[config.mk]
export PLATFORM = sky130hd
export DESIGN_NAME = fpadd_param
export DESIGN_NICKNAME = d
export VERILOG_FILES = /design/src/rtl/fpadd_param.sv
export SDC_FILE = /design/constraint.sdc
export NUM_CORES = 1
export LEC_CHECK = 0
export BUFFER_PORTS_ARGS = -buffer_cell sky130_fd_sc_hd__buf_2
export CAP_MARGIN = 20
export CORE_ASPECT_RATIO = 0.75
export CORE_MARGIN = 4
export CORE_UTILIZATION = 55
export DETAILED_ROUTE_END_ITERATION = 16
export PLACE_DENSITY = 0.82
export SYNTH_ARGS = -nofsm -noshare
export SYNTH_HDL_FRONTEND = slang
export SYNTH_SLANG_ARGS = --single-unit
[constraint.sdc]
create_clock -name clk -period 5.4 [get_ports clk]
set_input_delay 1.08 -clock clk [delete_from_list [all_inputs] [get_ports clk]]
set_output_delay 1.08 -clock clk [all_outputs]
set_load 0.005 [all_outputs]
[src/rtl/fpadd_param.sv]
// Multi-cycle parametrised floating-point adder/subtractor with a start/done handshake.
// Optional feature macro: FPADD_RNE_EN selects round-to-nearest-even; when undefined, ROUND truncates.
module fpadd_param #(
    parameter int EXP_W = 8,
    parameter int MAN_W = 23
) (
    input  logic                 clk,
    input  logic                 reset,
    input  logic                 start,
    input  logic                 op_sub,
    input  logic [EXP_W+MAN_W:0] a,
    input  logic [EXP_W+MAN_W:0] b,
    output logic [EXP_W+MAN_W:0] result,
    output logic                 busy,
    output logic                 done,
    output logic                 ovf,
    output logic                 inv
);
    localparam int W  = EXP_W + MAN_W + 1;
    localparam int SW = MAN_W + 4;   // {hidden, frac, G, R, S}
    localparam logic [EXP_W-1:0] EMAX   = '1;
    localparam logic [EXP_W-1:0] SH_MAX = EXP_W'(MAN_W + 3);
    localparam logic [EXP_W:0]   E_ONE  = (EXP_W+1)'(1);
    localparam logic [W-1:0]     QNAN   = {1'b0, EMAX, 1'b1, {(MAN_W-1){1'b0}}};

    typedef enum logic [2:0] {IDLE, SPECIAL, ALIGN, ADD, NORM, ROUND, PACK, DONE} state_t;
    state_t state;

    logic [W-1:0]   opa, opb;   // opb already carries the effective sign
    logic           sign_r, eff_sub;
    logic [EXP_W:0] exp_r;      // one spare bit so a rounding carry past all-ones cannot wrap
    logic [SW-1:0]  big_m, sml_m;
    logic [SW:0]    mant;

    logic               sa, sb;
    logic [EXP_W-1:0]   ea, eb;
    logic [MAN_W-1:0]   fa, fb;
    assign {sa, ea, fa} = opa;
    assign {sb, eb, fb} = opb;

    logic nan_a, nan_b, inf_a, inf_b, zero_a, zero_b;
    assign nan_a  = (ea == EMAX) && (fa != '0);
    assign nan_b  = (eb == EMAX) && (fb != '0);
    assign inf_a  = (ea == EMAX) && (fa == '0);
    assign inf_b  = (eb == EMAX) && (fb == '0);
    assign zero_a = (ea == '0);
    assign zero_b = (eb == '0);

    // Alignment: larger magnitude is the big operand; shifted-out bits collapse into S.
    logic             a_big, lost;
    logic [EXP_W-1:0] ebig, diff, shamt;
    logic [SW-1:0]    mbig_ext, msml_ext, msml_sh;
    assign a_big    = {ea, fa} >= {eb, fb};
    assign ebig     = a_big ? ea : eb;
    assign diff     = a_big ? ea - eb : eb - ea;
    assign shamt    = (diff > SH_MAX) ? SH_MAX : diff;
    assign mbig_ext = {1'b1, a_big ? fa : fb, 3'b000};
    assign msml_ext = {1'b1, a_big ? fb : fa, 3'b000};
    assign msml_sh  = msml_ext >> shamt;
    assign lost     = |(msml_ext & ~({SW{1'b1}} << shamt));

    logic [SW:0] sum;
    assign sum = eff_sub ? ({1'b0, big_m} - {1'b0, sml_m}) : ({1'b0, big_m} + {1'b0, sml_m});

    logic             inc;
    logic [MAN_W+1:0] rounded;
`ifdef FPADD_RNE_EN
    assign inc = mant[2] & (mant[1] | mant[0] | mant[3]);
`else
    assign inc = 1'b0;
`endif
    assign rounded = {1'b0, mant[SW-1:3]} + (MAN_W+2)'(inc);

    always_ff @(posedge clk) begin
        if (reset) begin
            state   <= IDLE;
            result  <= '0;
            busy    <= 1'b0;
            done    <= 1'b0;
            ovf     <= 1'b0;
            inv     <= 1'b0;
            opa     <= '0;
            opb     <= '0;
            sign_r  <= 1'b0;
            eff_sub <= 1'b0;
            exp_r   <= '0;
            big_m   <= '0;
            sml_m   <= '0;
            mant    <= '0;
        end else begin
            done <= 1'b0;
            case (state)
                IDLE: if (start) begin
                    opa   <= a;
                    opb   <= {b[W-1] ^ op_sub, b[W-2:0]};
                    ovf   <= 1'b0;
                    inv   <= 1'b0;
                    busy  <= 1'b1;
                    state <= SPECIAL;
                end
                SPECIAL: begin
                    state <= DONE;
                    if (nan_a || nan_b || (inf_a && inf_b && (sa != sb))) begin
                        result <= QNAN;
                        inv    <= 1'b1;
                    end else if (inf_a)             result <= opa;
                    else if (inf_b)                 result <= opb;
                    else if (zero_a && zero_b)      result <= {sa & sb, {(W-1){1'b0}}};
                    else if (zero_a)                result <= opb;
                    else if (zero_b)                result <= opa;
                    else begin
                        eff_sub <= sa ^ sb;
                        state   <= ALIGN;
                    end
                end
                ALIGN: begin
                    sign_r <= a_big ? sa : sb;
                    exp_r  <= {1'b0, ebig};
                    big_m  <= mbig_ext;
                    sml_m  <= {msml_sh[SW-1:1], msml_sh[0] | lost};
                    state  <= ADD;
                end
                ADD: begin
                    if (sum == '0) begin
                        result <= '0;
                        state  <= DONE;
                    end else begin
                        mant  <= sum;
                        state <= NORM;
                    end
                end
                NORM: begin
                    if (mant[SW]) begin
                        mant  <= {1'b0, mant[SW:2], mant[1] | mant[0]};
                        exp_r <= exp_r + E_ONE;
                        state <= ROUND;
                    end else if (mant[SW-1]) begin
                        state <= ROUND;
                    end else if (exp_r == E_ONE) begin
                        result <= {sign_r, {(W-1){1'b0}}};
                        state  <= DONE;
                    end else begin
                        // Leave as soon as the shifted value is normalised to save a cycle.
                        mant  <= {mant[SW-1:0], 1'b0};
                        exp_r <= exp_r - E_ONE;
                        if (mant[SW-2]) state <= ROUND;
                    end
                end
                ROUND: begin
                    if (rounded[MAN_W+1]) begin
                        mant  <= {1'b0, rounded[MAN_W+1:1], 3'b000};
                        exp_r <= exp_r + E_ONE;
                    end else begin
                        mant  <= {1'b0, rounded[MAN_W:0], 3'b000};
                    end
                    state <= PACK;
                end
                PACK: begin
                    if (exp_r >= {1'b0, EMAX}) begin
                        result <= {sign_r, EMAX, {MAN_W{1'b0}}};
                        ovf    <= 1'b1;
                    end else begin
                        result <= {sign_r, exp_r[EXP_W-1:0], mant[SW-2:3]};
                    end
                    state <= DONE;
                end
                DONE: begin
                    done  <= 1'b1;
                    busy  <= 1'b0;
                    state <= IDLE;
                end
                default: state <= IDLE;
            endcase
        end
    end
endmodule

==> flow_summary_export.csv <==
group,metric,value,unit
floorplanning,core,0.0269,mm^2
yosys,synth-adder-area-share,8.29,%
floorplanning,dieArea,0.0301,mm^2
power_and_ir_drop,p_per_area,664,mW/mm^2
sta,fin_ws,196,ps
clock_network,holdBufCountCts,0,
yosys,syn_nets,2285,
critical_path,critPathKind,"flip-flop to flip-flop",
yosys,synth_edf_count,0,
clock_network,clock-sinks,193,
yosys,synth_top_family_by_area,"compound AO/OA/AOI/OAI gates",
min_path,worstHoldStart,"sml_m[23]",
clock_network,clock_latency,460,ps
global_routing,grt_antenna_before_repair,0,
placed_design,dpl_cell_area,0.0159,mm^2
floorplanning,initial_utilization,55.8,%
floorplanning,fp.dieH,151,um
critical_path,path_max_fanout,75,
sta,slew_headroom,25.7,%
yosys,ys_top_cells_by_area,"dfxtp_1, nand2_1, a21oi_1",
critical_path,crit_arrival,5530,ps
power_and_ir_drop,clkPwrFrac,12.2,%
sta,drv_slew,0,
min_path,holdPathEnd,"sml_m[23]",
global_routing,gr-total-overflow,0,
floorplanning,ios,104,
sta,finalCriticalPeriod,5200,ps
critical_path,rr_worst_depth,15,
placed_design,pre_cts_slack,319,ps
power_and_ir_drop,seqPwrFrac,19.6,%
yosys,synth_top_cell_by_area,"dfxtp_1",
clock_network,clk_pin_slew,90,ps
routing,final_antenna_net_count,0,
yosys,synth-compound-area-share,29.7,%
sta,tightest_slew,1110,ps
floorplanning,fp-row-count,52,
finish,fin_util,61.7,%
power_and_ir_drop,p_sw_share,55.8,%
sta,post-route-period-util,96.4,%
finish,final_common_cell,"nand2_1",
power_and_ir_drop,switchingPower,0.00616,W
yosys,netlist_area,0.0150,mm^2
yosys,synthCells,2120,
finish,fin_nets,2336,
critical_path,timing.rr.start,"opa[24]",
critical_path,startpoint_type,"flip-flop",
critical_path,endpoint_kind,"flip-flop",
placed_design,gp_congestion,1.09,
clock_network,htreeDepth,4,
routing,route.detailed.drc,0,
global_routing,grt_max_degree,106,
routing,drt_iter0_drc,2430,
finish,ff_latch_area,0.00386,mm^2
finish,area_growth,10.6,%
yosys,synth-async-reset-ratio,0,%
sta,fin_tns_setup,0,ps
yosys,ys.flop_type,"dfxtp_1",
yosys,synth-seq-area-share,25.7,%
critical_path,r2r_end,"sml_m[0]",
routing,vias,17113,
yosys,yosysTopAreaCellShare,25.7,%
sta,setup_viol,0,
power_and_ir_drop,intPower,0.00488,W
global_routing,grt_pass1_vias,15613,
finish,drive_gt1_share,11.6,%
sta,max_freq,192,MHz
power_and_ir_drop,power,0.0110,W
finish,antenna_cells,0,
yosys,synth_area_per_cell,7.09,um^2
yosys,muxShareOfSynthArea,2.72,%
flow_run,cap_violations,0,
global_routing,grt_pass1_wl,88.5,mm
routing,routed_via_density,6.75,
min_path,whs_path_depth,2,
critical_path,r2r_setup_slack,200,ps
sta,finalClockSkew,18.5,ps
floorplanning,dieWidth,199,um
routing,post_drt_wl_per_cell,22.5,um
finish,final_cell_mix,"nand2_1, a21oi_1, dfxtp_1",
yosys,yosys.area_share.xor_xnor,1.40,%
routing,finalWirelength,57.0,mm
sta,rsz0062_at_grt,"false",
clock_network,cts_root_buf,"clkbuf_16",
yosys,yosys_warnings,0,
yosys,synth_cell_types,87,
critical_path,required,5730,ps
clock_network,cts_tree,"yes",
finish,multi_input_area,0.0102,mm^2
outcome,status,"completed",
yosys,synth-simple-area-share,25.6,%
power_and_ir_drop,leakage,6.41,nW
finish,fill_cells,2508,
clock_network,ctsLongestPathBuffers,2,
yosys,ys_ff_latch,193,
global_routing,grtUsageTotal,37.1,%
sta,finalHoldViolations,0,
power_and_ir_drop,ir_drop,0.548,mV
power_and_ir_drop,comb_power_share,68.2,%
finish,stdcell_area,0.0166,mm^2
min_path,holdCritPathClass,"flip-flop to flip-flop",
clock_network,cts-buffers-inserted,17,
routing,drt-pass1-iter-count,9,
placed_design,portBuffers,103,
placed_design,dp_hpwl,42.9,mm
-- stage by stage --
step	instances	hold slack, ps
after floorplan	2120	439
after global placement	2495	468
after detailed placement	2495	484
after CTS	2527	496
after global routing	2535	511
final	2535	497
-- flip-flops by register name, summed over array words and instances, names as in the netlist --
register / cells
exp_r: 9
sml_m: 27
opb: 32
mant: 28
inv: 1
eff_sub: 1
done: 1
sign_r: 1
ovf: 1
state: 3
result: 32
opa: 32
busy: 1
big_m: 24
-- final cells by class --
cell class	count	area share, %
clock inverters	15	1.09
inverters	106	2.39
repair buffers	180	6.74
well taps	351	2.64
flip-flops and latches	193	23.2
clock buffers	17	2.56
multi-input cells	1673	61.3
-- Yosys cell counts, types with 7 or more instances --
master / instances
o21ai_0: 77
buf_2: 29
o21a_1: 15
ha_1: 94
dfxtp_1: 193
or3_1: 12
clkbuf_1: 110
a211oi_1: 70
a31oi_1: 14
a22oi_1: 10
nor3_1: 100
o31a_1: 7
buf_1: 7
nand2b_1: 11
and3_1: 14
o211ai_1: 19
mux2_2: 7
a222oi_1: 22
and2_1: 14
mux2i_1: 33
o2111ai_1: 7
o31ai_1: 11
or4_1: 9
a21o_1: 21
nand3_1: 31
inv_1: 106
nor2_1: 187
a211o_1: 7
nand4_1: 29
a311oi_1: 27
nor4_1: 30
nor2b_1: 18
a21oi_1: 249
o22ai_1: 11
xnor2_1: 18
nand2_1: 353
o21bai_1: 9
a221oi_1: 9
-- what timing repair did --
| action | CTS | global route |
|---|---|---|
| setup buffers | 0 | 6 |
| setup endpoints to repair | 0 | 15 |
| resized for setup | 0 | 0 |
-- kinds of logic (layout without fill, tap and decap cells) --
group / count (synthesis) / in the layout
flip-flops: 193 / 193
AND/OR/NAND/NOR: 842 / 842
AO/OA/AOI/OAI: 669 / 669
adder cells (fa/ha/maj): 98 / 98
multiplexers: 40 / 40
buffers and inverters: 254 / 318
XOR/XNOR: 24 / 24
-- metal layers --
metal / vias up / GRT usage, % / routed length [um]
met5: - / 0 / 0
met4: 0 / 13.4 / 2280
met3: 175 / 9.43 / 7440
met2: 1126 / 54.4 / 23500
met1: 7988 / 52.7 / 23700
li1: 7824 / - / -
-- how the worst max path moves through the flow --
stage,startpoint,to,slack (ps)
global route,opa[24],sml_m[0],10
global placement,opa[24],sml_m[3],490
detailed placement,opa[24],sml_m[2],320
floorplan,opa[24],sml_m[8],1350
finish,opa[24],sml_m[0],200
CTS,opa[24],sml_m[3],250
-- power by group through the flow --
stage | sequential [W] | clock [W] | combinational (W)
2_1_floorplan | 0.00203 | 0 | 0.00509
3_3_place_gp | 0.00216 | 0 | 0.00702
3_5_place_dp | 0.00217 | 0 | 0.00710
4_1_cts | 0.00214 | 0.00135 | 0.00714
5_1_grt | 0.00220 | 0.00140 | 0.00807
6_report | 0.00217 | 0.00134 | 0.00753
-- worst max-delay path, stage by stage, from the launching register on --
cell	delay, ps
dfxtp_1	460
inv_1	150
ha_1	370
a211oi_2	250
o21ai_1	110
a211oi_2	270
o2111ai_2	280
nor2_4	220
buf_4	660
o21ai_0	490
nor2_1	260
nor2_1	50
a2111oi_0	770
o2111a_1	320
nor4b_1	250
o21ai_1	110
(Power assumes the default switching activity.)
